==> src/rtl/arbiter_wrr_burst.sv <==
// Credit-based weighted round-robin arbiter; a grant is held for a whole multi-beat transaction.
// Latency: request->grant 1 cycle from IDLE; one bubble cycle after each last beat; a refill adds one cycle.
// Backpressure: grant_ready low during a burst freezes grant, credits and pointer.
// Optional macro ARB_WEIGHT_CFG_EN adds runtime weight programming (cfg_we/cfg_idx/cfg_weight).
module arbiter_wrr_burst #(
  parameter int P_REQUESTER_NUM  = 4,
  parameter int P_WEIGHT_W       = 4,
  parameter int P_DEFAULT_WEIGHT = 4,
  localparam int IDX_W = $clog2(P_REQUESTER_NUM)
) (
  input  logic                       clk,
  input  logic                       rst_n,
  input  logic [P_REQUESTER_NUM-1:0] request,
  input  logic [P_REQUESTER_NUM-1:0] req_last,
  input  logic                       grant_ready,
`ifdef ARB_WEIGHT_CFG_EN
  input  logic                       cfg_we,
  input  logic [IDX_W-1:0]           cfg_idx,
  input  logic [P_WEIGHT_W-1:0]      cfg_weight,
`endif
  output logic [P_REQUESTER_NUM-1:0] grant_valid,
  output logic [IDX_W-1:0]           grant_idx
);

  localparam int N  = P_REQUESTER_NUM;
  localparam int WW = P_WEIGHT_W;
  // one extra bit so ptr + offset can exceed N-1 before wrapping
  localparam int CW = IDX_W + 1;

  localparam logic [WW-1:0]    DEF_W    = WW'(P_DEFAULT_WEIGHT);
  // a zero weight would starve its requester forever, so it counts as one
  localparam logic [WW-1:0]    DEF_EFF  = (DEF_W == '0) ? WW'(1) : DEF_W;
  localparam logic [IDX_W-1:0] LAST_IDX = IDX_W'(N - 1);

  typedef enum logic [1:0] {
    ST_IDLE   = 2'd0,
    ST_BURST  = 2'd1,
    ST_REFILL = 2'd2
  } state_e;

  state_e                  state_q, state_d;
  logic [IDX_W-1:0]        ptr_q, ptr_d;
  logic [N-1:0][WW-1:0]    credit_q, credit_d;
  logic [N-1:0]            grant_valid_q, grant_valid_d;
  logic [IDX_W-1:0]        grant_idx_q, grant_idx_d;

  logic [N-1:0][WW-1:0]    weight;
  logic [N-1:0][WW-1:0]    eff_weight;
  logic [N-1:0]            eligible;
  logic                    pick_found;
  logic [IDX_W-1:0]        pick_idx;
  logic [CW-1:0]           cand_w;
  logic [IDX_W-1:0]        cand;

`ifdef ARB_WEIGHT_CFG_EN
  logic [N-1:0][WW-1:0]    weight_q, weight_d;

  // Weight table update; live credits are untouched until the next refill.
  always_comb begin
    weight_d = weight_q;
    if (cfg_we && (int'(cfg_idx) < N)) begin
      weight_d[cfg_idx] = cfg_weight;
    end
  end

  // Weight table register, reset to the default weight for every requester.
  always_ff @(posedge clk or negedge rst_n) begin
    if (!rst_n) begin
      weight_q <= {N{DEF_W}};
    end else begin
      weight_q <= weight_d;
    end
  end

  assign weight = weight_q;
`else
  assign weight = {N{DEF_W}};
`endif

  // Effective weight: zero is promoted to one.
  always_comb begin
    eff_weight = '0;
    for (int i = 0; i < N; i++) begin
      eff_weight[i] = (weight[i] == '0) ? WW'(1) : weight[i];
    end
  end

  // A requester may win only while it still has credit left.
  always_comb begin
    eligible = '0;
    for (int i = 0; i < N; i++) begin
      eligible[i] = request[i] && (credit_q[i] != '0);
    end
  end

  // Round-robin search: first eligible requester at or after ptr, wrapping.
  always_comb begin
    pick_found = 1'b0;
    pick_idx   = '0;
    cand_w     = '0;
    cand       = '0;
    for (int k = 0; k < N; k++) begin
      cand_w = {1'b0, ptr_q} + CW'(k);
      if (cand_w >= CW'(N)) begin
        cand_w = cand_w - CW'(N);
      end
      cand = cand_w[IDX_W-1:0];
      if (!pick_found && eligible[cand]) begin
        pick_found = 1'b1;
        pick_idx   = cand;
      end
    end
  end

  // Next-state logic for the ownership FSM; all outputs are registered.
  always_comb begin
    state_d       = state_q;
    ptr_d         = ptr_q;
    credit_d      = credit_q;
    grant_valid_d = grant_valid_q;
    grant_idx_d   = grant_idx_q;
    case (state_q)
      ST_IDLE: begin
        if (pick_found) begin
          grant_valid_d           = '0;
          grant_valid_d[pick_idx] = 1'b1;
          grant_idx_d             = pick_idx;
          state_d                 = ST_BURST;
        end else if (|request) begin
          // requests pending but every requester is out of credit
          state_d = ST_REFILL;
        end
      end
      ST_BURST: begin
        // ownership ends only on the grantee's accepted last beat;
        // a dropped request mid-burst does not release the grant
        if (grant_ready && req_last[grant_idx_q]) begin
          grant_valid_d = '0;
          if (credit_q[grant_idx_q] != '0) begin
            credit_d[grant_idx_q] = credit_q[grant_idx_q] - 1'b1;
          end
          ptr_d   = (grant_idx_q == LAST_IDX) ? '0 : grant_idx_q + 1'b1;
          state_d = ST_IDLE;
        end
      end
      ST_REFILL: begin
        credit_d = eff_weight;
        state_d  = ST_IDLE;
      end
      default: begin
        state_d       = ST_IDLE;
        grant_valid_d = '0;
      end
    endcase
  end

  // FSM and output registers; reset aborts any burst immediately.
  always_ff @(posedge clk or negedge rst_n) begin
    if (!rst_n) begin
      state_q       <= ST_IDLE;
      ptr_q         <= '0;
      credit_q      <= {N{DEF_EFF}};
      grant_valid_q <= '0;
      grant_idx_q   <= '0;
    end else begin
      state_q       <= state_d;
      ptr_q         <= ptr_d;
      credit_q      <= credit_d;
      grant_valid_q <= grant_valid_d;
      grant_idx_q   <= grant_idx_d;
    end
  end

  assign grant_valid = grant_valid_q;
  assign grant_idx   = grant_idx_q;

  // At most one owner, and the index names it whenever a grant is out.
  a_grant_onehot: assert property (@(posedge clk) disable iff (!rst_n)
    $onehot0(grant_valid_q));
  a_grant_idx_match: assert property (@(posedge clk) disable iff (!rst_n)
    (|grant_valid_q) |-> grant_valid_q[grant_idx_q]);

endmodule

==> config.mk <==
export PLATFORM = sky130hd
export DESIGN_NAME = arbiter_wrr_burst
export DESIGN_NICKNAME = d
export VERILOG_FILES = /design/src/rtl/arbiter_wrr_burst.sv
export SDC_FILE = /design/constraint.sdc
export NUM_CORES = 1
export LEC_CHECK = 0
export ABC_CLOCK_PERIOD_IN_PS = 3000
export CORE_MARGIN = 4
export CORE_UTILIZATION = 56
export CTS_CLUSTER_DIAMETER = 80
export CTS_CLUSTER_SIZE = 40
export DETAILED_ROUTE_END_ITERATION = 12
export PLACE_DENSITY = 0.87
export SLEW_MARGIN = 20
export SYNTH_ARGS = -nofsm -noshare
export SYNTH_HDL_FRONTEND = slang
export SYNTH_SLANG_ARGS = --single-unit
==> constraint.sdc <==
create_clock -name clk -period 3 [get_ports clk]
set_clock_uncertainty 0.1 [all_clocks]
set_input_delay 0.45 -clock clk [delete_from_list [all_inputs] [get_ports clk]]
set_output_delay 0.45 -clock clk [all_outputs]
set_load 0.01 [all_outputs]
After elaboration in Yosys (flattened, before gate mapping)
Index checks and enable logic that the tools add are counted.
{"block": "totals", "regBits": 26, "in_bits": 11, "elab_cells": 103}
{"block": "op_classes", "addsub": 9, "order_cmp": 12, "n_eq_ne": 7, "n_mux": 40, "bitwise_logic": 1, "reduce_logical": 26}
{"op": "$mux 16", "n": 2}
{"op": "$pmux 16 s2", "n": 1}
{"op": "$mux 2", "n": 12}
{"op": "$reduce_bool 4->1", "n": 5}
{"op": "$lt 2x3->1 const B", "n": 6}
{"op": "$bwmux 16", "n": 1}
{"op": "$mux 4", "n": 4}
{"op": "$pmux 4 s3", "n": 1}
{"op": "$bmux 1 s2", "n": 5}
{"op": "$logic_and 1x1->1", "n": 10}
{"op": "$mux 1", "n": 10}
{"op": "$ge 3x3->1 const B", "n": 3}
{"op": "$bmux 4 s2", "n": 1}
{"op": "$demux 4 s2", "n": 1}
{"op": "$sub 2x1->2 const B", "n": 4}
{"op": "$add 2x2->3 const B", "n": 2}
{"op": "$ne 2x2->1 const B", "n": 3}
{"op": "$reduce_and 2->1", "n": 3}
{"op": "$reduce_and 3->1", "n": 2}
{"op": "$eq 2x2->1 const B", "n": 2}
{"op": "$ge 2x1->1 const B", "n": 2}
{"op": "$pmux 2 s2", "n": 1}
{"op": "$reduce_or 4->1", "n": 1}
{"op": "$sub 4x1->4 const B", "n": 1}
{"op": "10 further kinds", "n": 12}

Depth between registers and ports, before layout
Gate-level depths: netlist of the first run.
{"block": "depth", "word_depth": 20, "ltp_mapped": 10, "ltp_nobuf": 8}

Worst setup path before layout of the first run
OpenSTA, ideal clock, no wires.
{"block": "synth_path", "path_type": "reg2reg", "start": "register grant_idx_q[0] (netlist: grant_idx[0])", "end": "register credit_q[4] (netlist bit)", "setup_ns": 0.121, "t_arrival_ns": 2.361, "required_ns": 2.779, "slack_ns": 0.418, "path_stages_with_launch": 11, "path_buffers": 2, "period_less_slack_ns": 2.582, "cell_sequence": "dfrtp_1 -> buf_6 -> mux4_2 -> inv_1 -> ha_1 -> inv_1 -> a2111oi_4 -> or2_1 -> buf_6 -> o31ai_2 -> a22o_1"}
{"block": "synth_between", "elab_chain_cells": 8, "elab_cells_between_ends": 19}
{"item": "start: declaration", "line": "45", "rtl": "logic [IDX_W-1:0] grant_idx_q, grant_idx_d;"}
{"item": "start signal: assignment", "line": "170", "rtl": "grant_idx_q <= grant_idx_d;"}
{"item": "parallel branches: the longest is 8 deep, another holds $sub 4x1->4"}
{"item": "end signal: assignment", "line": "162", "rtl": "credit_q <= {N{DEF_EFF}};"}
{"item": "end signal: assignment", "line": "168", "rtl": "credit_q <= credit_d;"}
{"item": "end: declaration", "line": "43", "rtl": "logic [N-1:0][WW-1:0] credit_q, credit_d;"}
Several ways; the timed one is not identified. The select of a mux whose other input is x is not followed.
A chain may end at the register's enable or synchronous reset.

Worst setup path in the final report of the first run
Ends and elaborated chain as after synthesis.

==> results of run 1 <==
==> flip-flops by register name, indices dropped and copies added, names as in the netlist <==
name and flops:
ptr_q 2, state_q 2, credit_q 16, grant_valid 4, grant_idx 2
==> synthesized netlist by cell type (2+ instances only) <==
cell type | instances | area, µm²
a211oi_2 | 4 | 50.1
ha_1 | 6 | 75.1
or3_1 | 4 | 25.0
nor2b_1 | 3 | 18.8
nand2_1 | 18 | 67.6
dfrtp_1 | 22 | 551
mux4_2 | 5 | 113
nor2_1 | 11 | 41.3
o41ai_1 | 5 | 43.8
buf_6 | 2 | 22.5
clkbuf_1 | 5 | 18.8
dfstp_2 | 4 | 105
nand4_1 | 2 | 12.5
a21oi_1 | 5 | 25.0
inv_1 | 11 | 41.3
a221o_1 | 4 | 40.0
and3_1 | 4 | 25.0
o31ai_1 | 8 | 60.1
o21ai_0 | 5 | 25.0
a22o_1 | 10 | 87.6
o22ai_1 | 2 | 12.5
nand2b_1 | 2 | 12.5
==> worst register-to-register path, cell delays in order (launching register included) <==
cell and delay (ns):
dfrtp_1 0.45, mux4_2 0.60, inv_1 0.12, ha_1 0.14
inv_1 0.06, a2111oi_4 0.41, or2_1 0.25, buf_4 0.19
o31ai_2 0.07, a22o_1 0.22
==> area by class of cell <==
type / count / area, µm² / share of cell area, %
multi-input combinational: 117 / 906 / 48.4
sequential: 26 / 656 / 35.0
timing repair buffer: 22 / 205 / 11.0
inverter: 11 / 41.3 / 2.20
tap: 31 / 38.8 / 2.07
clock buffer: 4 / 26.3 / 1.40
==> worst paths after layout <==
| kind | start | endpoint | slack (ns) |
|---|---|---|---|
| worst min-delay path | rst_n | grant_valid[1]$_DFFE_PN0P_ | 0.38 |
| worst min register to register | credit_q[10]$_DFFE_PN1P_ | credit_q[10]$_DFFE_PN1P_ | 0.42 |
| max in group asynchronous | rst_n | credit_q[14]$_DFFE_PN1P_ | 2.13 |
| worst max-delay path | grant_idx[0]$_DFFE_PN0P_ | credit_q[4]$_DFFE_PN0P_ | 0.29 |
| min in group clk | credit_q[10]$_DFFE_PN1P_ | credit_q[10]$_DFFE_PN1P_ | 0.42 |
| worst max register to register | grant_idx[0]$_DFFE_PN0P_ | credit_q[4]$_DFFE_PN0P_ | 0.29 |
==> metrics by stage <==
stage / hold WS [ns] / instances / area, µm² / util, %
after floorplan: 0.0544 / 161 / 1640 / -
after global placement: 0.364 / 207 / 1850 / 66.4
after detailed placement: 0.395 / 207 / 1850 / 66.4
after CTS: 0.381 / 211 / 1870 / 67.3
after global routing: 0.413 / 211 / 1870 / 67.3
final: 0.375 / 211 / 1870 / 67.3
==> power groups by stage <==
| stage | combinational [mW] | sequential, mW | clock (mW) |
|---|---|---|---|
| 4_1_cts | 1.29 | 0.695 | 0.158 |
| 2_1_floorplan | 0.977 | 0.652 | 0 |
| 6_report | 1.31 | 0.701 | 0.157 |
| 5_1_grt | 1.43 | 0.728 | 0.178 |
| 3_5_place_dp | 1.29 | 0.700 | 0 |
| 3_3_place_gp | 1.23 | 0.686 | 0 |
==> per-layer routing <==
| layer | part of all wire (%) | global-route usage [%] | vias up |
|---|---|---|---|
| met1 | 40 | 27.5 | 702 |
| li1 | - | - | 646 |
| met3 | 6.8 | 6.13 | 23 |
| met4 | 4.5 | 11.1 | 0 |
| met2 | 48 | 37.6 | 82 |
| met5 | 0 | 0 | - |
==> cell usage in the layout (no fill, tap or decap), types with 5 or more instances in the layout <==
| cell type | Yosys | routed |
|---|---|---|
| dfrtp_1 | 22 | 22 |
| nand2_1 | 18 | 18 |
| clkdlybuf4s50_1 | 0 | 16 |
| inv_1 | 11 | 11 |
| nor2_1 | 11 | 11 |
| a22o_1 | 10 | 10 |
| o31ai_1 | 8 | 8 |
| ha_1 | 6 | 6 |
| buf_4 | 0 | 6 |
| mux4_2 | 5 | 5 |
| a21oi_1 | 5 | 5 |
| o41ai_1 | 5 | 5 |
| o21ai_0 | 5 | 5 |
==> kinds of logic (layout without fill, tap and decap cells) <==
group,Yosys count,in the layout,share of synthesized area (%)
DFF,26,26,39.9
AOI/OAI and AO/OA,53,53,27.4
adders and majority gates,6,6,4.57
muxes,6,6,7.53
and+or+nand+nor,50,50,14.5
xor gates and xnor gates,2,2,1.07
buffers and inverters,18,37,5.02
==> results by group, run 1 <==
Run status
  – Status: finished clean

Routing
  – Detailed-route wire length per cell: 19.5 µm
  – 1st-iter DRT viols: 73
  – Routed wire length: 4100 µm
  – Vias per cell: 6.89
  – # DRC: 0
  – DR vias: 1453
  – Post-DRT Antenna Nets: 0
  – Drt first pass iters: 5

Synthesis
  – Synth Register Bits: 26
  – Post-synth EDFFs: 0
  – Total number of yosys warnings: 0
  – Mapped cell area: 1640 µm²
  – Sequential area share after synthesis: 39.9%
  – Cell count after synthesis: 161
  – Mapped Avg Cell Area: 10.2 µm²
  – Syn nets: 178
  – Count of cell types in the netlist: 41
  – FFs w/ async S/R, synth: 100%
  – Top_reg_cell synth: dfrtp_1

Clock tree
  – CTS Sinks: 26
  – Setup bufs post-CTS: 0
  – Post-CTS Hold Buffers: 0
  – Max clock buf depth: 2
  – CTS tree: done
  – H-tree depth: 1
  – Clock transition at path regs: 0.14 ns
  – # resized after CTS: 0
  – CTS buffer count: 3
  – Root buffer cell: clkbuf_4
  – Worst skew pair latency: 0.32 ns

Die
  – Die width: about 62 µm
  – Core Area: 2780 µm²
  – Num ports: 17
  – FP Rows: 19
  – Die Y: 62.2 µm
  – Starting Density: 59.1%
  – Die area: 3870 µm²

Power and ir drop
  – Leak Pwr: 0.791 nW
  – Internal: 1.15 mW
  – Tot Pwr: 2.17 mW
  – P per Cell Area: 1160 nW/µm²
  – Clk pwr share: a little over 7%
  – P_sw: 1.02 mW
  – Sw Ratio: 46.8%
  – Sequential Power Share: between 30% and 40%
  – Logic pwr share: 60.5%
  – Worst VDD drop: 0.000778 V

Placement
  – Gpl congestion: 0.934
  – DPL Wire Length: approximately 3100 µm
  – Dpl ws: 0.311 ns
  – # port buffers: 16

Critical path
  – Crit-path slowest cell: mux4_2
  – CP startpoint kind: flop
  – Delay-heaviest family, CP: compound AO/OA/AOI/OAI gates
  – Worst endpoint required time: 3.13 ns
  – Slowest Stage Delay on Critical Path: 0.60 ns
  – Max FO, Critical Path: 7
  – Most used cell, CP: inv_1
  – Crit path capture type: flop
  – CP arrival: 2.84 ns
  – R2R cell count: 9
  – CP Class: flop to flop
  – CP Depth: 9
  – CP bufs+invs: 3
  – Cell Chain, Critical Path: mux4_2 > inv_1 > ha_1 > inv_1 > a2111oi_4 > or2_1 > buf_4 > o31ai_2 > a22o_1

Timing
  – Tcrit/Tclk final: ~90%
  – Sum of negative setup slack: 0 ns
  – Slew Viols, Final: 0
  – Unrepaired setup endpoints after global routing: false
  – Post-route minimum period: 2.71 ns
  – Hold Fails Final Rpt: 0
  – Worst slew margin: 41.3%
  – Setup violators final: 0
  – Final worst slack: 0.291 ns
  – Worst slew pin tran: 0.870 ns
  – Fmax: 369 MHz

Final layout
  – Layout area overhead: 13.9%
  – Fillers: 214
  – Final nets: 198
  – Ratio of cells with drive above 1 in the final layout: roughly 15%
  – N_diodes: 0

Global route
  – First-pass GRT wire length: 7230 µm
  – Initial antenna violation count: 0
  – Grt ovf: 0
  – Largest net degree at the start of global routing: 27
  – GRT Total Usage: a little under a quarter
  – Vias in the first global route: 1522

Job
  – Maximum capacitance violations: 0

Hold path
  – Worst min path class: input pin to async pin
Note: power is estimated with default switching activity, not from simulation.
==> run 2, diff against run 1 <==
--- a/config.mk
+++ b/config.mk
@@ -12,7 +12,7 @@
 export CTS_CLUSTER_SIZE = 40
 export DETAILED_ROUTE_END_ITERATION = 12
 export PLACE_DENSITY = 0.87
-export SLEW_MARGIN = 20
+export SLEW_MARGIN = 15
 export SYNTH_ARGS = -nofsm -noshare
 export SYNTH_HDL_FRONTEND = slang
 export SYNTH_SLANG_ARGS = --single-unit
==> results of run 2 <==
No change in the layout: final DEF, timing and power equal those of run 1.
